### config.mk
export PLATFORM = sky130hd
export DESIGN_NAME = inst_fetch_resp
export DESIGN_NICKNAME = d
export VERILOG_FILES = /design/src/rtl/inst_fetch_resp_pkg.sv /design/src/rtl/inst_fetch_resp_sram_wait_timer.sv /design/src/rtl/inst_fetch_resp.sv
export SDC_FILE = /design/constraint.sdc
export NUM_CORES = 1
export LEC_CHECK = 0
export CELL_PAD_IN_SITES_DETAIL_PLACEMENT = 0
export CELL_PAD_IN_SITES_GLOBAL_PLACEMENT = 2
export CORE_ASPECT_RATIO = 0.9
export CORE_MARGIN = 2
export CORE_UTILIZATION = 21
export CTS_CLUSTER_DIAMETER = 80
export CTS_CLUSTER_SIZE = 28
export DETAILED_ROUTE_END_ITERATION = 16
export GPL_TIMING_DRIVEN = 0
export PLACE_DENSITY_LB_ADDON = 0.3
export SETUP_SLACK_MARGIN = 0.02
export SLEW_MARGIN = 10
export SYNTH_ARGS = -nofsm -noshare
export SYNTH_HDL_FRONTEND = slang
export SYNTH_SLANG_ARGS = --single-unit
### constraint.sdc
create_clock -name clk -period 1.5 [get_ports clk]
set_clock_uncertainty 0.2 [all_clocks]
set_input_delay 0.375 -clock clk [delete_from_list [all_inputs] [get_ports clk]]
set_output_delay 0.375 -clock clk [all_outputs]
set_load 0.01 [all_outputs]
### src/rtl/inst_fetch_resp_pkg.sv
// rtl/inst_fetch_resp_pkg.sv - shared widths, constants and fetch FSM encodings
package inst_fetch_resp_pkg;
  localparam int InstAddrBus = 32;
  localparam int InstBus     = 32;

  localparam logic [InstBus-1:0] ZeroWord = 32'h0;
  localparam logic [InstBus-1:0] NopInst  = 32'h0;

  localparam logic ChipEnable  = 1'b1;
  localparam logic ChipDisable = 1'b0;

  localparam logic [0:0] IF_IDLE   = 1'b0;
  localparam logic [0:0] IF_ACCESS = 1'b1;
endpackage

### src/rtl/inst_fetch_resp_sram_wait_timer.sv
// rtl/inst_fetch_resp_sram_wait_timer.sv - loadable SRAM wait-state counter with done flag
module sram_wait_timer #(
  parameter int WAIT_CYCLES = 2
) (
  input  logic clk,
  input  logic rst,
  input  logic load,
  input  logic en,
  output logic done
);
  logic [3:0] count;

  // Count saturates at done; the owning FSM leaves the access on that cycle.
  always_ff @(posedge clk) begin
    if (rst || load) begin
      count <= 4'd0;
    end else if (en && !done) begin
      count <= count + 4'd1;
    end
  end

  assign done = (count == 4'(WAIT_CYCLES - 1));
endmodule

### src/rtl/inst_fetch_resp.sv
// rtl/inst_fetch_resp.sv - instruction fetch responder driving an async SRAM
// Optional one-entry reuse buffer enabled by defining INST_FETCH_REUSE_EN.
module inst_fetch_resp
  import inst_fetch_resp_pkg::*;
#(
  parameter int WAIT_CYCLES = 2,
  parameter int SRAM_AW     = 20
) (
  input  logic                   clk,
  input  logic                   rst,
  input  logic                   ce_i,
  input  logic [InstAddrBus-1:0] pc_i,
  input  logic                   flush_i,
  output logic [InstBus-1:0]     inst_o,
  output logic                   inst_valid_o,
  output logic                   addr_err_o,
  output logic                   stall_req_o,
  output logic [SRAM_AW-1:0]     sram_addr_o,
  output logic                   sram_ce_n_o,
  output logic                   sram_oe_n_o,
  output logic                   sram_we_n_o,
  input  logic [InstBus-1:0]     sram_data_i
);
  logic [0:0]             state;
  logic [InstAddrBus-1:0] pc_latch;
  logic                   timer_done;
  logic                   aligned;
  logic                   req;
  logic                   reuse_hit;
  logic [InstBus-1:0]     hit_inst;
  logic                   accept;
  logic                   complete;
  logic                   unused_pc_bits;

  assign aligned  = (pc_i[1:0] == 2'b00);
  assign req      = (state == IF_IDLE) && (ce_i == ChipEnable) && !flush_i;
  assign accept   = req && aligned && !reuse_hit;
  assign complete = (state == IF_ACCESS) && !flush_i && timer_done;

`ifdef INST_FETCH_REUSE_EN
  logic [InstAddrBus-1:0] last_pc;
  logic [InstBus-1:0]     last_inst;
  logic                   tag_valid;

  assign reuse_hit = req && aligned && tag_valid && (pc_i == last_pc);
  assign hit_inst  = last_inst;

  always_ff @(posedge clk) begin
    if (rst || flush_i) begin
      tag_valid <= 1'b0;
      last_pc   <= ZeroWord;
      last_inst <= ZeroWord;
    end else if (complete) begin
      tag_valid <= 1'b1;
      last_pc   <= pc_latch;
      last_inst <= sram_data_i;
    end
  end
`else
  assign reuse_hit = 1'b0;
  assign hit_inst  = ZeroWord;
`endif

  sram_wait_timer #(.WAIT_CYCLES(WAIT_CYCLES)) u_timer (
    .clk  (clk),
    .rst  (rst),
    .load (accept),
    .en   (state == IF_ACCESS),
    .done (timer_done)
  );

  always_ff @(posedge clk) begin
    if (rst) begin
      state        <= IF_IDLE;
      pc_latch     <= ZeroWord;
      inst_o       <= ZeroWord;
      inst_valid_o <= 1'b0;
      addr_err_o   <= 1'b0;
    end else begin
      inst_valid_o <= 1'b0;
      addr_err_o   <= 1'b0;
      case (state)
        IF_IDLE: begin
          if (req && !aligned) begin
            inst_o       <= NopInst;
            inst_valid_o <= 1'b1;
            addr_err_o   <= 1'b1;
          end else if (reuse_hit) begin
            inst_o       <= hit_inst;
            inst_valid_o <= 1'b1;
          end else if (accept) begin
            pc_latch <= pc_i;
            state    <= IF_ACCESS;
          end
        end
        IF_ACCESS: begin
          // Flush wins over a same-cycle completion: the word is dropped.
          if (flush_i) begin
            state <= IF_IDLE;
          end else if (complete) begin
            inst_o       <= sram_data_i;
            inst_valid_o <= 1'b1;
            state        <= IF_IDLE;
          end
        end
        default: state <= IF_IDLE;
      endcase
    end
  end

  assign stall_req_o = (state == IF_ACCESS) || accept;
  assign sram_ce_n_o = ~((state == IF_ACCESS) ? ChipEnable : ChipDisable);
  assign sram_oe_n_o = sram_ce_n_o;
  assign sram_we_n_o = 1'b1;
  assign sram_addr_o = pc_latch[SRAM_AW+1:2];

  assign unused_pc_bits = ^{pc_latch[InstAddrBus-1:SRAM_AW+2], pc_latch[1:0]};
endmodule

# [After elaboration in Yosys (flattened, before gate mapping)]
# Index checks and enable logic that the tools add are counted.
[word_totals] elab_cells=44 out_inout_bits=58 ff_bits=61 in_bits=68
[op_classes] n_reduce_logical=16 add_sub_neg=1 n_bitwise=3 muxes=14 eq_ne=4
[ops] cell="32-bit two-way mux" count=3
[ops] cell="32-bit one-hot mux with 2 select lines" count=1
[ops] cell="1-bit two-way mux" count=8
[ops] cell="1-bit logical AND" count=7
[ops] cell="3-bit AND reduction" count=2
[ops] cell="4-bit by 1-bit adder with 4-bit output, second input constant" count=1
[ops] cell="4-bit by 1-bit equality test with 1-bit output, second input constant" count=1
[ops] cell="2-bit by 1-bit != test with 1-bit output, second input constant" count=2
[ops] cell="1-bit one-hot mux with 2 select lines" count=2
[ops] cell="1-bit logical NOT" count=3
[ops] cell="1-bit inverter" count=3
[ops] cell="2-bit logical NOT" count=1
[ops] cell="1-bit logical OR" count=2
[ops] cell="2-bit != test, second input constant" count=1
[ops] cell="2-bit OR reduction" count=1

# [Depth between registers and ports, before layout]
[depth] ltp_word=7 depth_mapped=6 ltp_nobuf=5

# [Modules after synthesis]
# A second synthesis with hierarchy kept.
[hier_totals] cells_unflattened=274 hier_area_um2=2911.5
[by_module_without_submodules] mod="inst_fetch_resp" seq_area_each_um2=1101.1 area_per_inst_um2=2703.8 instances=1 cells_per_inst=251
[by_module_without_submodules] mod="sram_wait_timer" seq_area_each_um2=80.1 area_per_inst_um2=207.7 instances=1 cells_per_inst=23

# [Worst setup path after synthesis]
# OpenSTA, ideal clock, no wires.
[synth_timing] kind="register -> output" startpoint="reg state" endpoint="out stall_req_o" slack_ns=-0.294 stages_incl_launch_ff=4 required_ns=0.925 arrival_ns=1.219 n_path_buf=1 cell_sequence="dfxtp_1 > or3b_4 > buf_6 > o21ai_0"
[synth_via] elab_chain_len=5
[synth_rtl] item="from (decl)" line="inst_fetch_resp.sv:24" source="logic [0:0] state;"
[synth_rtl] item="from (signal assigned)" line="inst_fetch_resp.sv:74" source="state <= IF_IDLE;"
[synth_rtl] item="from (signal assigned)" line="inst_fetch_resp.sv:93" source="state <= IF_ACCESS;"
[synth_rtl] item="from (signal assigned)" line="inst_fetch_resp.sv:99" source="state <= IF_IDLE;"
[synth_rtl] item="1-bit inverter"
[synth_rtl] item="1-bit logical AND (2 in a row)" line="inst_fetch_resp.sv:36" source="assign req = (state == IF_IDLE) && (ce_i == ChipEnable) && !flush_i;"
[synth_rtl] item="1-bit logical AND" line="inst_fetch_resp.sv:37" source="assign accept = req && aligned && !reuse_hit;"
[synth_rtl] item="1-bit logical OR *" line="inst_fetch_resp.sv:111" source="assign stall_req_o = (state == IF_ACCESS) || accept;"
[synth_rtl] item="to (decl)" line="inst_fetch_resp.sv:17" source="output logic stall_req_o,"
# Mark *: on every way between the ends. The rest lies on a longest branch, timed or not.

# [Worst setup path in the final report]
# Ends and elaborated chain as after synthesis.

==> qor.txt <==
Synth-to-Final Area Change = 81.8%
Syn Nets = 343
Placement Setup Slack = -1.18 ns
number of antenna diodes = 0
Post-synth EDFFs = 0
vias in the first global route = 2,683
Max Cap Viol = 0
Rows = 39
Yosys warnings = 0
CP arrival = 1.41 ns
CP Launch Type = flop
status = finished, violations left
syn avg cell area = 10.0 sq um
final setup violation count = 61
gpl congestion = 0.701
port buffer count = 113
CP max-delay cell = or3b_4
R2R Setup Slk = -0.34 ns
CP max stage delay = 0.38 ns
Peak VDD IR = 0.503 mV
TritonCTS clock tree = yes
vias per inst = 4.23
Hold Crit Start = pc_latch[4]
DP HPWL = 5700 um
overall power = 4.29 mW
crit-path cells = or3b_4 > buf_8 > o21ai_4 > buf_6
Syn Std Cell Area = 2730 sq um
largest net degree at the start of global routing = 12
crit path max fanout = 2
DRC = 0
final instance area = 4970 sq um
CP Buf/Inv Count = 2
first-pass GRT wire length = 14,400 um
gr usage total = 0.130
Max clock buf depth = 2
Clock Sinks = 59
clk root buf = clkbuf_16
Crit. End Element = output port
CTS clk-pin slew, worst paths = 0.06 ns
Crit Reg-Reg Startpoint = state
Vias = 2,517
CP top delay family = simple AND/OR/NAND/NOR gates
GRT overflow = 0
I/O pin count = 126
Tightest Pin Transition = 0.848 ns
Worst-Skew Late Latency = 0.32 ns
total CTS buffers = 9
post-synthesis async set-or-reset flop share = 0
critical setup path kind = reg2out
Worst EP required = 0.92 ns
Worst Hold Depth = 2
die height = 112 um
Leakage = 1.88 nW
H-tree depth = 3
count of final hold-check violations = 0
Cells after Synth = 273
Hold EP = pc_latch[4]
die area = 13,900 sq um
Main synth FF type = dfxtp_1
HP Class = reg2reg
synth unique cells = 34
routed len/inst = 14.9 um
Slew HR = 0.435
DIE WIDTH = 124 um
max-slew violations = 0
share of cells above drive strength 1 = 0.527
PwrDens = 864 nW/um^2
Reg2Reg Depth = 9
RSZ-0062 raised after global routing = yes
starting density of the core = 0.215
Iter 0 DRT Violations = 94
setup total negative slack = -17.78 ns
Yosys reg bits = 59
number of routed nets with antenna violations = 0
fin util = 0.391
Fmax achieved = 505 MHz
r2r endpoint = inst_o[3]
Tmin final = 1.98 ns
DP Area = 4120 sq um
Total Routed Length = 8850 um
failing checks = setup timing
TritonRoute pass-1 iters = 4
layout net count = 496
worst setup margin = -0.482 ns
initial antenna violation count = 0
crit share post-route = 1.32
CORE AREA = 12,700 sq um
register area share after synthesis = 0.432
## tightest hold or removal path, delay by kind of cell (launching register included)
kind,cells,cell delay (ns)
flops,1,0.32
compound gates,2,0.09
## stage by stage
| step | instances | hold WS, ns |
|---|---|---|
| 2_1_floorplan | 273 | 0.287 |
| 3_3_place_gp | 550 | 0.256 |
| 3_5_place_dp | 550 | 0.258 |
| 4_1_cts | 593 | 0.258 |
| 5_1_grt | 595 | 0.274 |
| 6_report | 595 | 0.248 |
## cell type report
class / instances / area (sq um)
Buffer: 23 / 193
Clock buffer: 10 / 239
Clock inverter: 6 / 65.1
Fill cell: 1319 / 7720
Inverter: 34 / 130
Multi-Input combinational cell: 154 / 1500
Sequential cell: 59 / 1220
Tap cell: 164 / 205
Timing Repair Buffer: 145 / 1420
## logic make-up after synthesis
group           synth area share
compound gates             0.284
xor+xnor                 0.00321
fa+ha+maj                0.00916
buf+inv                    0.111
flops                      0.432
other cells              0.00137
simple gates               0.159
## layout by cell type, fill, tap and decap left out, types with 2 or more instances in the layout
cell,count
a21oi_1,9
a21oi_2,14
buf_12,7
buf_16,2
buf_2,22
buf_4,12
buf_6,18
buf_8,6
clkbuf_1,8
clkbuf_16,9
clkbuf_2,13
clkdlybuf4s15_1,2
clkdlybuf4s15_2,23
clkdlybuf4s50_1,52
clkinvlp_4,4
dfxtp_1,32
dfxtp_2,25
dfxtp_4,2
dlygate4sd2_1,3
inv_1,32
nand2_1,2
nand2b_1,32
nand3_2,16
nand3_4,3
nor2_1,2
nor3b_4,2
o21ai_0,3
o21ai_1,17
o32ai_1,2
o32ai_2,28
o32ai_4,2
or3_1,2
or3b_4,2
## cells in the mapped netlist, drive strengths merged, types with 3 or more instances
cell    count  area [sq um]
nand2       3          18.8
nand3      20           100
dfxtp      59          1180
a21oi      23           115
inv        34           128
o21ai      22           114
buf        15           134
clkbuf     11          41.3
nand2b     32           200
nor2        3          11.3
o32ai      32           505
## layer usage
layer,global-route usage,routed length [um]
met1,0.170,4090
met2,0.211,4300
met3,0.0281,320
met4,0.0457,138
met5,0,0
## sequential cells by signal, indices dropped and copies added, names as in the netlist
signal	count
u_timer.count	4
inst_valid_o	1
addr_err_o	1
pc_latch	20
state	1
inst_o	32
## how the worst max path moves through the flow
stage | to | slack, ns | cells past startpoint | startpoint
floorplan | stall_req_o | -0.11 | 3 | state
global placement | stall_req_o | -1.19 | 5 | flush_i
detailed placement | stall_req_o | -1.18 | 5 | flush_i
CTS | stall_req_o | -0.50 | 4 | state
global route | stall_req_o | -0.53 | 4 | state
finish | stall_req_o | -0.48 | 4 | state
## power by group
group | total [mW] | internal, mW | switching (mW)
combinational | 0.586 | 0.330 | 0.256
clock | 2.12 | 1.33 | 0.788
sequential | 1.59 | 1.58 | 0.00858
total | 4.29 | 3.24 | 1.05
## timing repair
| action | in CTS | in global routing |
|---|---|---|
| cloned | 5 | 0 |
| resized for setup | 214 | 97 |
| endpoints found under the setup margin | 113 | 104 |
| hold endpoints to repair | 0 | 0 |
| pin swaps | 8 | 42 |
| setup buffers | 22 | 11 |
| hold buffers | 0 | 0 |
Note: power is estimated with default switching activity, not from simulation.
